===== config.mk =====
export PLATFORM = sky130hd
export DESIGN_NAME = sensor_reg_ctrl
export DESIGN_NICKNAME = d
export VERILOG_FILES = /design/src/rtl/sensor_reg_ctrl_pkg.sv /design/src/rtl/sensor_fifo.sv /design/src/rtl/sensor_reg_ctrl.sv
export SDC_FILE = /design/constraint.sdc
export NUM_CORES = 1
export LEC_CHECK = 0
export ABC_CLOCK_PERIOD_IN_PS = 7840
export CORE_MARGIN = 1.5
export CORE_UTILIZATION = 45
export DETAILED_ROUTE_END_ITERATION = 12
export GPL_TIMING_DRIVEN = 0
export HOLD_SLACK_MARGIN = 0.15
export SYNTH_ARGS = -nofsm -noshare
export SYNTH_HDL_FRONTEND = slang
export SYNTH_SLANG_ARGS = --single-unit

===== constraint.sdc =====
create_clock -name clk -period 7.84 [get_ports clk]
set_input_delay 1.568 -clock clk [delete_from_list [all_inputs] [get_ports clk]]
set_output_delay 1.568 -clock clk [all_outputs]
set_load 0.1 [all_outputs]

===== src/rtl/sensor_reg_ctrl_pkg.sv =====
// Shared register map, control/status bit positions and sampler state encoding
// for the sensor register controller.
package sensor_reg_ctrl_pkg;

  localparam logic [7:0] ADDR_ID     = 8'h00;
  localparam logic [7:0] ADDR_CTRL   = 8'h01;
  localparam logic [7:0] ADDR_PERIOD = 8'h02;
  localparam logic [7:0] ADDR_STATUS = 8'h03;
  localparam logic [7:0] ADDR_COUNT  = 8'h04;
  localparam logic [7:0] ADDR_DATA   = 8'h05;
  localparam logic [7:0] ADDR_THRESH = 8'h06;

  localparam int CTRL_EN_BIT    = 0;
  localparam int CTRL_FLUSH_BIT = 1;
  localparam int STAT_EMPTY_BIT = 0;
  localparam int STAT_FULL_BIT  = 1;
  localparam int STAT_OVF_BIT   = 2;

  typedef enum logic [1:0] {
    S_IDLE = 2'd0,
    S_WAIT = 2'd1,
    S_REQ  = 2'd2
  } sampler_state_e;

  // Occupancy is reported as one byte, so deeper FIFOs clip at 255.
  function automatic logic [7:0] satByte(input logic [8:0] value);
    return (value > 9'd255) ? 8'hFF : value[7:0];
  endfunction

endpackage


===== src/rtl/sensor_fifo.sv =====
// Synchronous sample FIFO with push, pop and flush; power-of-two depth so the
// pointers wrap on their own.
module sensor_fifo #(
  parameter int DEPTH = 16,
  parameter int WIDTH = 8
) (
  input  logic                   clk,
  input  logic                   rst,
  input  logic                   push_i,
  input  logic                   pop_i,
  input  logic                   flush_i,
  input  logic [WIDTH-1:0]       data_i,
  output logic [WIDTH-1:0]       head_o,
  output logic                   full_o,
  output logic                   empty_o,
  output logic [$clog2(DEPTH):0] count_o
);

  localparam int AW = $clog2(DEPTH);
  localparam logic [AW:0] FULL_COUNT = (AW + 1)'(DEPTH);

  logic [WIDTH-1:0] mem_q [DEPTH];
  logic [AW-1:0]    wrPtr_q;
  logic [AW-1:0]    rdPtr_q;
  logic [AW:0]      count_q;
  logic             doPush;
  logic             doPop;

  assign empty_o = (count_q == '0);
  assign full_o  = (count_q == FULL_COUNT);
  assign count_o = count_q;
  assign head_o  = mem_q[rdPtr_q];

  // A pop on a full FIFO frees the slot the simultaneous push lands in.
  assign doPop  = pop_i && !empty_o;
  assign doPush = push_i && (!full_o || doPop);

  always_ff @(posedge clk or negedge rst) begin
    if (!rst) begin
      wrPtr_q <= '0;
      rdPtr_q <= '0;
      count_q <= '0;
    end else if (flush_i) begin
      wrPtr_q <= '0;
      rdPtr_q <= '0;
      count_q <= '0;
    end else begin
      if (doPush) wrPtr_q <= wrPtr_q + 1'b1;
      if (doPop)  rdPtr_q <= rdPtr_q + 1'b1;
      case ({doPush, doPop})
        2'b10:   count_q <= count_q + 1'b1;
        2'b01:   count_q <= count_q - 1'b1;
        default: ;
      endcase
    end
  end

  always_ff @(posedge clk) begin
    if (doPush) mem_q[wrPtr_q] <= data_i;
  end

endmodule


===== src/rtl/sensor_reg_ctrl.sv =====
// I2C register map, periodic sample sequencer and sample FIFO front end.
// Optional THRESH register and FIFO threshold interrupt: define SENSOR_IRQ_EN.
module sensor_reg_ctrl
  import sensor_reg_ctrl_pkg::*;
#(
  parameter int         FIFO_DEPTH = 16,
  parameter int         PRESCALE   = 256,
  parameter logic [7:0] CHIP_ID    = 8'hA5
) (
  input  logic       clk,
  input  logic       rst,
  input  logic [7:0] reg_addr,
  input  logic [7:0] wr_data,
  input  logic       write_en,
  output logic [7:0] rd_data,
  input  logic       fifo_rd_en,
  output logic       smp_req,
  input  logic       smp_valid,
  input  logic [7:0] smp_data,
  output logic       irq
);

  localparam int PW = $clog2(PRESCALE);
  localparam int CW = $clog2(FIFO_DEPTH) + 1;

  sampler_state_e state_q;
  logic [PW-1:0]  prescaleCnt_q;
  logic [7:0]     tickCnt_q;
  logic           smpReq_q;
  logic           en_q;
  logic           en_d;
  logic [7:0]     period_q;
  logic           ovf_q;
  logic [7:0]     rdData_q;
  logic [7:0]     rdData_d;
  logic           writeCtrl;
  logic           flush;
  logic           push;
  logic           fifoFull;
  logic           fifoEmpty;
  logic [7:0]     fifoHead;
  logic [CW-1:0]  fifoCount;
  logic [7:0]     countByte;
  logic [7:0]     statusByte;

  assign writeCtrl = write_en && (reg_addr == ADDR_CTRL);
  assign en_d      = writeCtrl ? wr_data[CTRL_EN_BIT] : en_q;
  assign flush     = writeCtrl && wr_data[CTRL_FLUSH_BIT];
  assign push      = smpReq_q && smp_valid;
  assign countByte = satByte(9'(fifoCount));

  sensor_fifo #(
    .DEPTH (FIFO_DEPTH),
    .WIDTH (8)
  ) u_fifo (
    .clk     (clk),
    .rst     (rst),
    .push_i  (push),
    .pop_i   (fifo_rd_en),
    .flush_i (flush),
    .data_i  (smp_data),
    .head_o  (fifoHead),
    .full_o  (fifoFull),
    .empty_o (fifoEmpty),
    .count_o (fifoCount)
  );

  // OVF set wins over a same-cycle clear so no overflow event is lost.
  always_ff @(posedge clk or negedge rst) begin
    if (!rst) begin
      en_q     <= 1'b0;
      period_q <= 8'h00;
      ovf_q    <= 1'b0;
    end else begin
      en_q <= en_d;
      if (write_en && (reg_addr == ADDR_PERIOD)) period_q <= wr_data;
      if (push && fifoFull && !fifo_rd_en) begin
        ovf_q <= 1'b1;
      end else if (write_en && (reg_addr == ADDR_STATUS) && wr_data[STAT_OVF_BIT]) begin
        ovf_q <= 1'b0;
      end
    end
  end

  // The sequencer follows the incoming EN value, so a disabling write also
  // takes smp_req down at that edge while still accepting a coincident sample.
  always_ff @(posedge clk or negedge rst) begin
    if (!rst) begin
      state_q       <= S_IDLE;
      prescaleCnt_q <= '0;
      tickCnt_q     <= 8'h00;
      smpReq_q      <= 1'b0;
    end else begin
      case (state_q)
        S_IDLE: begin
          if (en_d) begin
            state_q       <= S_WAIT;
            prescaleCnt_q <= '0;
            tickCnt_q     <= 8'h00;
          end
        end
        S_WAIT: begin
          if (!en_d) begin
            state_q <= S_IDLE;
          end else if (prescaleCnt_q == PW'(PRESCALE - 1)) begin
            prescaleCnt_q <= '0;
            if (tickCnt_q >= period_q) begin
              state_q   <= S_REQ;
              smpReq_q  <= 1'b1;
              tickCnt_q <= 8'h00;
            end else begin
              tickCnt_q <= tickCnt_q + 8'd1;
            end
          end else begin
            prescaleCnt_q <= prescaleCnt_q + 1'b1;
          end
        end
        S_REQ: begin
          if (!en_d) begin
            state_q  <= S_IDLE;
            smpReq_q <= 1'b0;
          end else if (smp_valid) begin
            state_q       <= S_WAIT;
            smpReq_q      <= 1'b0;
            prescaleCnt_q <= '0;
            tickCnt_q     <= 8'h00;
          end
        end
        default: begin
          state_q  <= S_IDLE;
          smpReq_q <= 1'b0;
        end
      endcase
    end
  end

  always_comb begin
    statusByte                 = 8'h00;
    statusByte[STAT_EMPTY_BIT] = fifoEmpty;
    statusByte[STAT_FULL_BIT]  = fifoFull;
    statusByte[STAT_OVF_BIT]   = ovf_q;
  end

`ifdef SENSOR_IRQ_EN
  logic [7:0] thresh_q;
  logic       irq_q;

  always_ff @(posedge clk or negedge rst) begin
    if (!rst) begin
      thresh_q <= 8'h00;
      irq_q    <= 1'b0;
    end else begin
      if (write_en && (reg_addr == ADDR_THRESH)) thresh_q <= wr_data;
      irq_q <= (thresh_q != 8'h00) && (countByte >= thresh_q);
    end
  end

  assign irq = irq_q;
`else
  assign irq = 1'b0;
`endif

  always_comb begin
    rdData_d = 8'h00;
    case (reg_addr)
      ADDR_ID:     rdData_d = CHIP_ID;
      ADDR_CTRL:   rdData_d = {7'd0, en_q};
      ADDR_PERIOD: rdData_d = period_q;
      ADDR_STATUS: rdData_d = statusByte;
      ADDR_COUNT:  rdData_d = countByte;
      ADDR_DATA:   rdData_d = fifoEmpty ? 8'h00 : fifoHead;
`ifdef SENSOR_IRQ_EN
      ADDR_THRESH: rdData_d = thresh_q;
`else
      ADDR_THRESH: rdData_d = 8'h00;
`endif
      default:     rdData_d = 8'h00;
    endcase
  end

  always_ff @(posedge clk or negedge rst) begin
    if (!rst) rdData_q <= 8'h00;
    else      rdData_q <= rdData_d;
  end

  assign rd_data = rdData_q;
  assign smp_req = smpReq_q;

endmodule


# Word level (Yosys, flattened, before mapping)
# Memories as Yosys holds them, arrays and structs flattened.
# Index checks and enable logic that the tools add are counted.
# W data, S select, Z words.
[totals]
memories = 1
word_cells = 102
ramBits = 128
latch_bits = 0
input_bits = 29
romBits = 0
regBits = 50
[classes]
mux = 36
addsub = 6
div_mod_pow = 0
eq_ne = 20
n_lt_le_gt_ge = 1
n_shift = 0
bitwise_logic = 1
n_reduce_logical = 26
mul = 0
[mem_list]
columns = ["memory", "depth", "width", "read_ports", "rd_clocked_by_memory_dff", "write_ports", "line", "source"]
rows = [
  ["u_fifo.mem_q", 16, 8, 1, 0, 1, "sensor_fifo.sv:22", "logic [WIDTH-1:0] mem_q [DEPTH];"],
]
[ops]
columns = ["cell", "count"]
rows = [
  ["$mux W8", 9],
  ["$pmux W8 S3", 2],
  ["$pmux W8 S6", 1],
  ["$add A8 B1 Y8 const B", 2],
  ["$eq A8 B2 Y1 const B", 2],
  ["$eq A8 B3 Y1 const B", 2],
  ["$mux W4", 4],
  ["$mux W2", 6],
  ["$ne A2 B2 Y1 const B", 6],
  ["$logic_and A1 B1 Y1", 10],
  ["$mux W1", 10],
  ["$pmux W5 S2", 1],
  ["$reduce_and A5 Y1", 2],
  ["$ne A3 B3 Y1 const B", 3],
  ["$add A4 B1 Y4 const B", 2],
  ["$eq A8 B1 Y1 const B", 1],
  ["$eq A8 B8 Y1 const B", 1],
  ["$ge A8 B8 Y1", 1],
  ["$logic_not A8 Y1", 1],
  ["$pmux W2 S3", 1],
  ["$reduce_and A6 Y1", 1],
  ["$reduce_bool A2 Y1", 3],
  ["$reduce_bool A3 Y1", 2],
  ["$add A5 B1 Y5 const B", 1],
  ["other kinds (12)", 16],
]

# Longest topological paths before layout
# Gate-level depths: netlist (run 1).
[depth]
ltp_word = 8
ltp_mapped = 9

# By module
# A second synthesis (run 1) with hierarchy kept.
[hier_totals]
cells_unflattened = 555
area_unflattened_um2 = 8047.7
[modules_own_cells]
columns = ["mod", "cells_each", "area_each_um2", "instances"]
rows = [
  ["sensor_fifo", 326, 5860.6, 1],
  ["sensor_reg_ctrl", 229, 2187.1, 1],
]

# Worst setup path after synthesis (run 1)
# No wires, ideal clock.
[synth_timing]
path_kind = "input -> register"
startpoint = "input port fifo_rd_en"
endpoint = "register u_fifo.count_q[4], in the netlist u_fifo.count_o[4]"
arrival_time_ns = 3.442
path_stages = 9
slack_ns = 4.273
setup_time_ns = 0.125
n_path_buf = 1
path_cell_list = "clkbuf_1 o211ai_1 xnor2_1 ha_1 or3_1 a21oi_1 nor2_1 a211oi_1 mux2_2"
[synth_between]
elab_chain_len = 6
word_cells_on_any_way = 8
[synth_lines]
columns = ["item", "line", "source"]
rows = [
  ["start, declared", "sensor_reg_ctrl.sv:16", "input logic fifo_rd_en,"],
  ["$logic_and A1 B1 Y1 *", "sensor_fifo.sv:35", "assign doPop = pop_i && !empty_o;"],
  ["$logic_or A1 B1 Y1", "sensor_fifo.sv:36", "assign doPush = push_i && (!full_o || doPop);"],
  ["$logic_and A1 B1 Y1", "sensor_fifo.sv:36", ""],
  ["$eq A2 B1 Y1 or $eq A2 B2 Y1 (tied branches)", "sensor_fifo.sv:50", "case ({doPush, doPop})"],
  ["$pmux W5 S2", "sensor_fifo.sv:50", ""],
  ["$mux W5", "sensor_fifo.sv:43", "end else if (flush_i) begin"],
  ["end signal, assigned", "sensor_fifo.sv:51", "2'b10: count_q <= count_q + 1'b1;"],
  ["end signal, assigned", "sensor_fifo.sv:52", "2'b01: count_q <= count_q - 1'b1;"],
  ["end, declared", "sensor_fifo.sv:25", "logic [AW:0] count_q;"],
]
# Every way passes the cells marked *; elsewhere a longest branch is shown, timed or not.
# A chain may end at the register's enable or synchronous reset.

# Final worst setup path (run 1)
[layout_timing]
startpoint = "input port smp_valid"
endpoint = "memory u_fifo.mem_q[9][0] (enable)"
[layout_between]
elab_chain_len = 4
[layout_lines]
columns = ["item", "line", "source"]
rows = [
  ["start, declared", "sensor_reg_ctrl.sv:18", "input logic smp_valid,"],
  ["$logic_and A1 B1 Y1", "sensor_reg_ctrl.sv:49", "assign push = smpReq_q && smp_valid;"],
  ["$logic_and A1 B1 Y1", "sensor_fifo.sv:36", ""],
  ["$mux W1", "sensor_fifo.sv:59", "if (doPush) mem_q[wrPtr_q] <= data_i;"],
  ["$mux W1 (not written as such)", "sensor_fifo.sv:59", ""],
  ["end, declared", "sensor_fifo.sv:22", ""],
]
# No other way between the ends.

==> out/metrics.cfg, run 1 <==
[power_and_ir_drop]
p_leak_nw = 3.30
seq_power_share_pct = 42.6
ir_worst_vdd_mv = 0.188
p_switching_mw = 0.689
p_sw_share_pct = 27.3
clkPwrFrac_pct = 33.9
power_per_cell_area_nw_per_um2 = 276
combPwrFrac_pct = 23.5
p_int_mw = 1.83

[sta]
setup_ws_ns = 3.65
fin_crit_ns = 4.19
max_freq_mhz = 239
fin_crit_sh_pct = 53.5
slew_viol_final = 0
rsz0062_at_grt = no
setup_viol = 0
relSlewSlack_pct = 25.2
tightest_slew_ns = 1.11
hold_viol = 0
fin_skew_ns = 0.00752
fin_tns_setup_ns = 0

[synth]
synth_area_per_cell_sq_um = 15.0
yosysTopAreaCellShare_pct = 48.7
seq_area_frac_synth_pct = 64.5
synth-main-ff-cell = edfxtp_1
syn_nets = 573
async_flop_share_pct = 28.1
synth.top_cells.by_area = edfxtp_1, dfrtp_1, mux4_2
yosysTopAreaCell = edfxtp_1
synth-edff-count = 128
synth.cell_area_sq_um = 7900
ys_types = 60
yosys_warnings = 0
syn_inst = 527
ys_ff_latch = 178

[global_route]
antenna_found_initial = 0
global_route.usage.met2_pct = 33.9
gr-usage-all-layers_pct = 20.2
grt_pass1_vias = 4759
grt_use_met3_pct = 3.93
grt_max_degree = 37
grt_overflow = 0
use_met1_pct = 26.1
grt_pass1_wl_microns = 26800
top_usage_layer = met2

[hold_path]
holdPathStages = 1
min_path_type = flop to flop

[route]
wl_per_cell_microns = 20.6
viasPerCell = 5.64
num_vias = 4611
drc = 0
ant_nets = 0
wl_microns = 16800
drt_iter0_drc = 466
drtPass1Iterations = 5

[clocking]
htreeDepth = 4
cts_resized = 0
clk_pin_slew_ns = 0.06
cts_num_sinks = 178
numCtsBuffers = 17
cts_tree = yes
post_cts_buffers = 0
root_buffer = clkbuf_16
hold_buffers = 0
worst_skew_pair.late_latency_ns = 0.43
clk_path_buf_depth = 2

[layout]
fin_util_pct = 53.0
fillers = 1385
num_antenna_cells = 0
drive_above_1_share_pct = 16.4
syn_to_final_growth_pct = 15.7
fin_cells = 817
layout.nets = 626

[setup_path]
critPathSlowestCell = nor2_1
cp_slowest_stage_delay_ns = 0.78
critical_path_arrival_ns = 4.24
cp_max_fo = 9
cp-end-kind = flop
crit_type = primary input to flop
path_cells = clkdlybuf4s50_1 -> nand2_1 -> a31oi_1 -> nand3b_1 -> nor2_1
required_ns = 7.89
start_kind = primary input
cp_top_family = simple AND/OR/NAND/NOR gates
critical_path_buf_inv_count = 1
cp.depth = 5
reg2reg_depth = 9

[floorplan]
die-area_sq_um = 18400
start_util_pct = 45.8
core_area_sq_um = 17200
fp.dieH_microns = 135
fp.dieW_microns = 135
io_pins = 39
num_rows = 48

[placement]
pre_cts_ws_ns = 3.29
dp_cells = 786
finalWeightedCongestion = 0.816
io_buffers = 33
dp_hpwl_microns = 11600

[run_status]
status = completed

[flow_run]
max-cap-violations = 0

-- flip-flops by register name, indices dropped and copies added, names as in the netlist --
signal          cells
prescaleCnt_q       8
en_q                1
u_fifo.wrPtr_q      4
rd_data             8
u_fifo.rdPtr_q      4
ovf_q               1
smp_req             1
u_fifo.mem_q      128
period_q            8
tickCnt_q           8
state_q             2
u_fifo.count_o      5
-- per-layer routing --
metal  part of all wire, %  up-vias  wire, microns
met5                     0        -              0
met4                   2.3        0            382
met3                   4.3       27            716
met2                    50      126           8370
met1                    44     2324           7340
li1                      -     2134              -
-- cell families after synthesis --
logic type,after synthesis,synth area share [%]
flops,178,64.5
xor+xnor,10,1.11
fa+ha+maj,17,2.69
compound gates,93,7.76
other cells,1,0.0475
buf+inv,56,2.79
simple gates,119,8.05
mux,53,13.1
-- area by class of cell --
type,count,area [sq um],share of cell area (%)
Sequential cell,178,5090,55.8
Inverter,34,128,1.40
Timing Repair Buffer,34,345,3.78
Multi-Input combinational cell,293,2600,28.5
Clock inverter,12,156,1.71
Buffer,22,92.6,1.01
Tap cell,225,282,3.08
Clock buffer,19,433,4.74
-- per-stage QoR --
| step | hold WS (ns) | area [sq um] | power, mW |
|---|---|---|---|
| 2_1_floorplan | 0.455 | 7900 | 1.52 |
| 3_3_place_gp | 0.486 | 8510 | 1.68 |
| 3_5_place_dp | 0.493 | 8550 | 1.70 |
| 4_1_cts | 0.508 | 9140 | 2.55 |
| 5_1_grt | 0.527 | 9140 | 2.64 |
| 6_report | 0.505 | 9140 | 2.52 |
-- layout by cell type, fill, tap and decap left out, types with 5 or more instances in the layout --
cell,count
or3_1,7
o21ai_0,21
and3_1,7
inv_1,34
clkdlybuf4s50_1,32
edfxtp_1,128
o21ai_1,7
xnor2_1,6
nand3_1,10
a22oi_1,6
mux2_2,10
dfrtp_1,50
o31ai_1,8
mux4_2,39
nor3_1,6
and2_1,11
nand2_1,17
clkbuf_1,17
clkbuf_16,17
buf_2,6
ha_1,17
a31oi_1,5
nor2_1,30
nand4_1,6
a21oi_1,16
-- cells in the mapped netlist (8+ instances only) --
cell type and count:
o21ai_0 21, nand2_1 17, o31ai_1 8, clkbuf_1 15, mux4_2 39, and2_1 11
nor3_1 10, edfxtp_1 128, nand3_1 10, ha_1 17, inv_1 34, a21oi_1 16
dfrtp_1 50, mux2_2 10, nor2_1 30
-- path summary, 6_finish.rpt --
check	start	slack [ns]	to
setup / recovery	smp_valid	3.65	u_fifo.mem_q[9][0]
min in group asynchronous	rst	1.05	prescaleCnt_q[5]
max in group asynchronous	rst	6.27	u_fifo.wrPtr_q[0]
hold / removal	prescaleCnt_q[5]	0.50	prescaleCnt_q[5]
setup reg to reg	u_fifo.count_o[1]	4.60	u_fifo.count_o[4]
hold reg to reg	prescaleCnt_q[5]	0.50	prescaleCnt_q[5]
-- power groups by stage --
stage	sequential (mW)	combinational [mW]	clock [mW]
2_1_floorplan	1.08	0.438	0
3_5_place_dp	1.09	0.605	0
3_3_place_gp	1.09	0.591	0
6_report	1.07	0.593	0.856
5_1_grt	1.08	0.655	0.901
4_1_cts	1.07	0.607	0.869
Note: power is estimated with default switching activity, not from simulation.
==> inputs of run 2 (changes only) <==
Settings changed: ABC_CLOCK_PERIOD_IN_PS 7840 to 4250.
Clock period 7.84 ns to 4.25 ns, I/O delays scaled along.
==> results of run 2 <==
The final DEF is identical to that of run 1. Status: completed.
Among the figures that moved: setup slack after placement 3.29 ns -> 0.415 ns; setup slack after layout 3.65 ns -> 0.776 ns; hold slack 0.505 ns -> 0.327 ns; register-to-register setup slack 4.60 ns -> 1.01 ns; total power 2.52 mW -> 4.65 mW; worst IR drop on VDD 0.188 mV -> 0.347 mV
==> inputs of run 3 (changes only) <==
Settings changed: ABC_CLOCK_PERIOD_IN_PS 4250 to 3400.
Clock period 4.25 ns to 3.4 ns, I/O delays scaled along.
==> run 3 against run 2 <==
Compared with the run above:
- die area did not move
- global-route usage is the same
- register-to-register slack worse by 0.84 ns
- wire length about the same
- critical path depth increased by 4
- clock power increased by 25%
- utilization increased by 0.094 points
- critical endpoint is now u_fifo.count_o[4]
==> out/metrics.cfg, run 3 (synthesized netlist as in run 1, its figures left out) <==
[run_status]
status = completed

[route]
drc = 0
wl_microns = 16800
wl_per_cell_microns = 20.5
ant_nets = 0
drt_iter0_drc = 521
drtPass1Iterations = 5
viasPerCell = 5.64
num_vias = 4615

[power_and_ir_drop]
p_leak_nw = 3.30
power_per_cell_area_nw_per_um2 = 636
ir_worst_vdd_mv = 0.433

[sta]
slew_viol_final = 0
relSlewSlack_pct = 21.8
setup_viol = 0
fin_crit_ns = 3.23
fin_crit_sh_pct = 94.9
rsz0062_at_grt = no
hold_viol = 0
tightest_slew_ns = 1.16
fin_skew_ns = 0.00666
max_freq_mhz = 310

[layout]
fin_util_pct = 53.1
num_antenna_cells = 0
multi_input_area_sq_um = 2610
syn_to_final_growth_pct = 15.9
drive_above_1_share_pct = 16.9
layout.nets = 627
regMostFlops = u_fifo.mem_q
final_cell_mix = edfxtp_1, dfrtp_1, mux4_2
layout_commonest_cell = edfxtp_1
fillers = 1383
largest_reg_flops = 128
regArea_sq_um = 5090
finalInstanceArea_sq_um = 9150

[floorplan]
num_rows = 48
fp.dieH_microns = 135
core_area_sq_um = 17200
fp.dieW_microns = 135
io_pins = 39
die-area_sq_um = 18400
start_util_pct = 45.8

[global_route]
antenna_found_initial = 0
grt_pass1_vias = 4759
grt_overflow = 0
gr-usage-all-layers_pct = 20.2
grt_pass1_wl_microns = 26800
grt_max_degree = 37

[setup_path]
path_cells = or4_1 -> o211ai_1 -> xnor2_1 -> ha_1 -> or3_1 -> a21oi_1 -> nor2_1 -> a211oi_1 -> mux2_2
timing.rr.start = u_fifo.count_o[1]
reg2reg_depth = 9
r2r_end = u_fifo.count_o[4]
critical_path_arrival_ns = 3.54
critical_path_buf_inv_count = 0
start_kind = flop
r2r_slack_ns = 0.17
cp-endpoint = u_fifo.count_o[4]
cp_max_fo = 8
critPathSlowestCell = or4_1
cp_top_family = simple AND/OR/NAND/NOR gates
crit_type = flop to flop
worstSetupStartpoint = u_fifo.count_o[1]
required_ns = 3.72
cp-end-kind = flop
cp.depth = 9
cp_slowest_stage_delay_ns = 0.66

[flow_run]
max-cap-violations = 0

[clocking]
cts_num_sinks = 178
root_buffer = clkbuf_16
clk_pin_slew_ns = 0.06
clk_path_buf_depth = 2
numCtsBuffers = 17
worst_skew_pair.late_latency_ns = 0.43
cts_tree = yes
hold_buffers = 0
htreeDepth = 4

[placement]
finalWeightedCongestion = 0.816
io_buffers = 33
place_area_sq_um = 8550
dp_hpwl_microns = 11600

[hold_path]
min_path_type = primary input to async pin

[run 3: cell types whose count changed in the layout (fill, tap and decap cells not counted)]
cell	previous run	this run
nor2_2	0	1
buf_4	1	2
a31oi_2	0	1
a31oi_1	5	4
nor2_1	30	29
[run 3: final cells by class]
type,count,area share (%)
Buffer,22,1.01
Clock buffer,19,4.73
Clock inverter,12,1.71
Inverter,34,1.39
Multi-Input combinational cell,293,28.5
Sequential cell,178,55.7
Tap cell,225,3.08
Timing Repair Buffer,35,3.86
[run 3: repair_timing]
action | 4_1_cts | 5_1_grt
endpoints found under the setup margin | 0 | 37
resized for setup | 0 | 2
setup buffers | 0 | 1
[run 3: through the flow]
stage	total power [mW]	hold WS [ns]	setup TNS (ns)	cells	setup slack (ns)
after global placement	3.88	0.486	-26.12	785	-0.642
after floorplan	3.51	0.384	0	527	0.443
after global routing	6.08	0.175	0	818	0.00589
after detailed placement	3.91	0.493	-18.11	786	-0.265
after CTS	5.88	0.162	0	817	0.146
final	5.82	0.158	0	818	0.174
[run 3: worst min-delay path by stage]
stage | startpoint | to | slack [ns] | depth (start not counted)
6_report | rst | prescaleCnt_q[5] | 0.16 | 1
5_1_grt | rst | prescaleCnt_q[5] | 0.18 | 1
3_3_place_gp | prescaleCnt_q[6] | prescaleCnt_q[6] | 0.49 | 1
3_5_place_dp | prescaleCnt_q[5] | prescaleCnt_q[5] | 0.49 | 1
4_1_cts | rst | prescaleCnt_q[0] | 0.16 | 1
2_1_floorplan | rst | en_q | 0.38 | 0
[run 3: report_power, final]
part	total [mW]	switching, mW	internal, mW
Sequential	2.48	0.0808	2.39
Clock	1.97	0.817	1.16
Combinational	1.37	0.691	0.681
[run 3: per-layer routing]
layer,share of wire [%],vias up,GRT usage (%),wire length (microns)
li1,-,2144,-,-
met2,50,118,33.9,8340
met3,4.9,27,3.93,829
met5,0,-,0,0
met4,2.3,0,7.65,382
met1,43,2326,26.1,7250
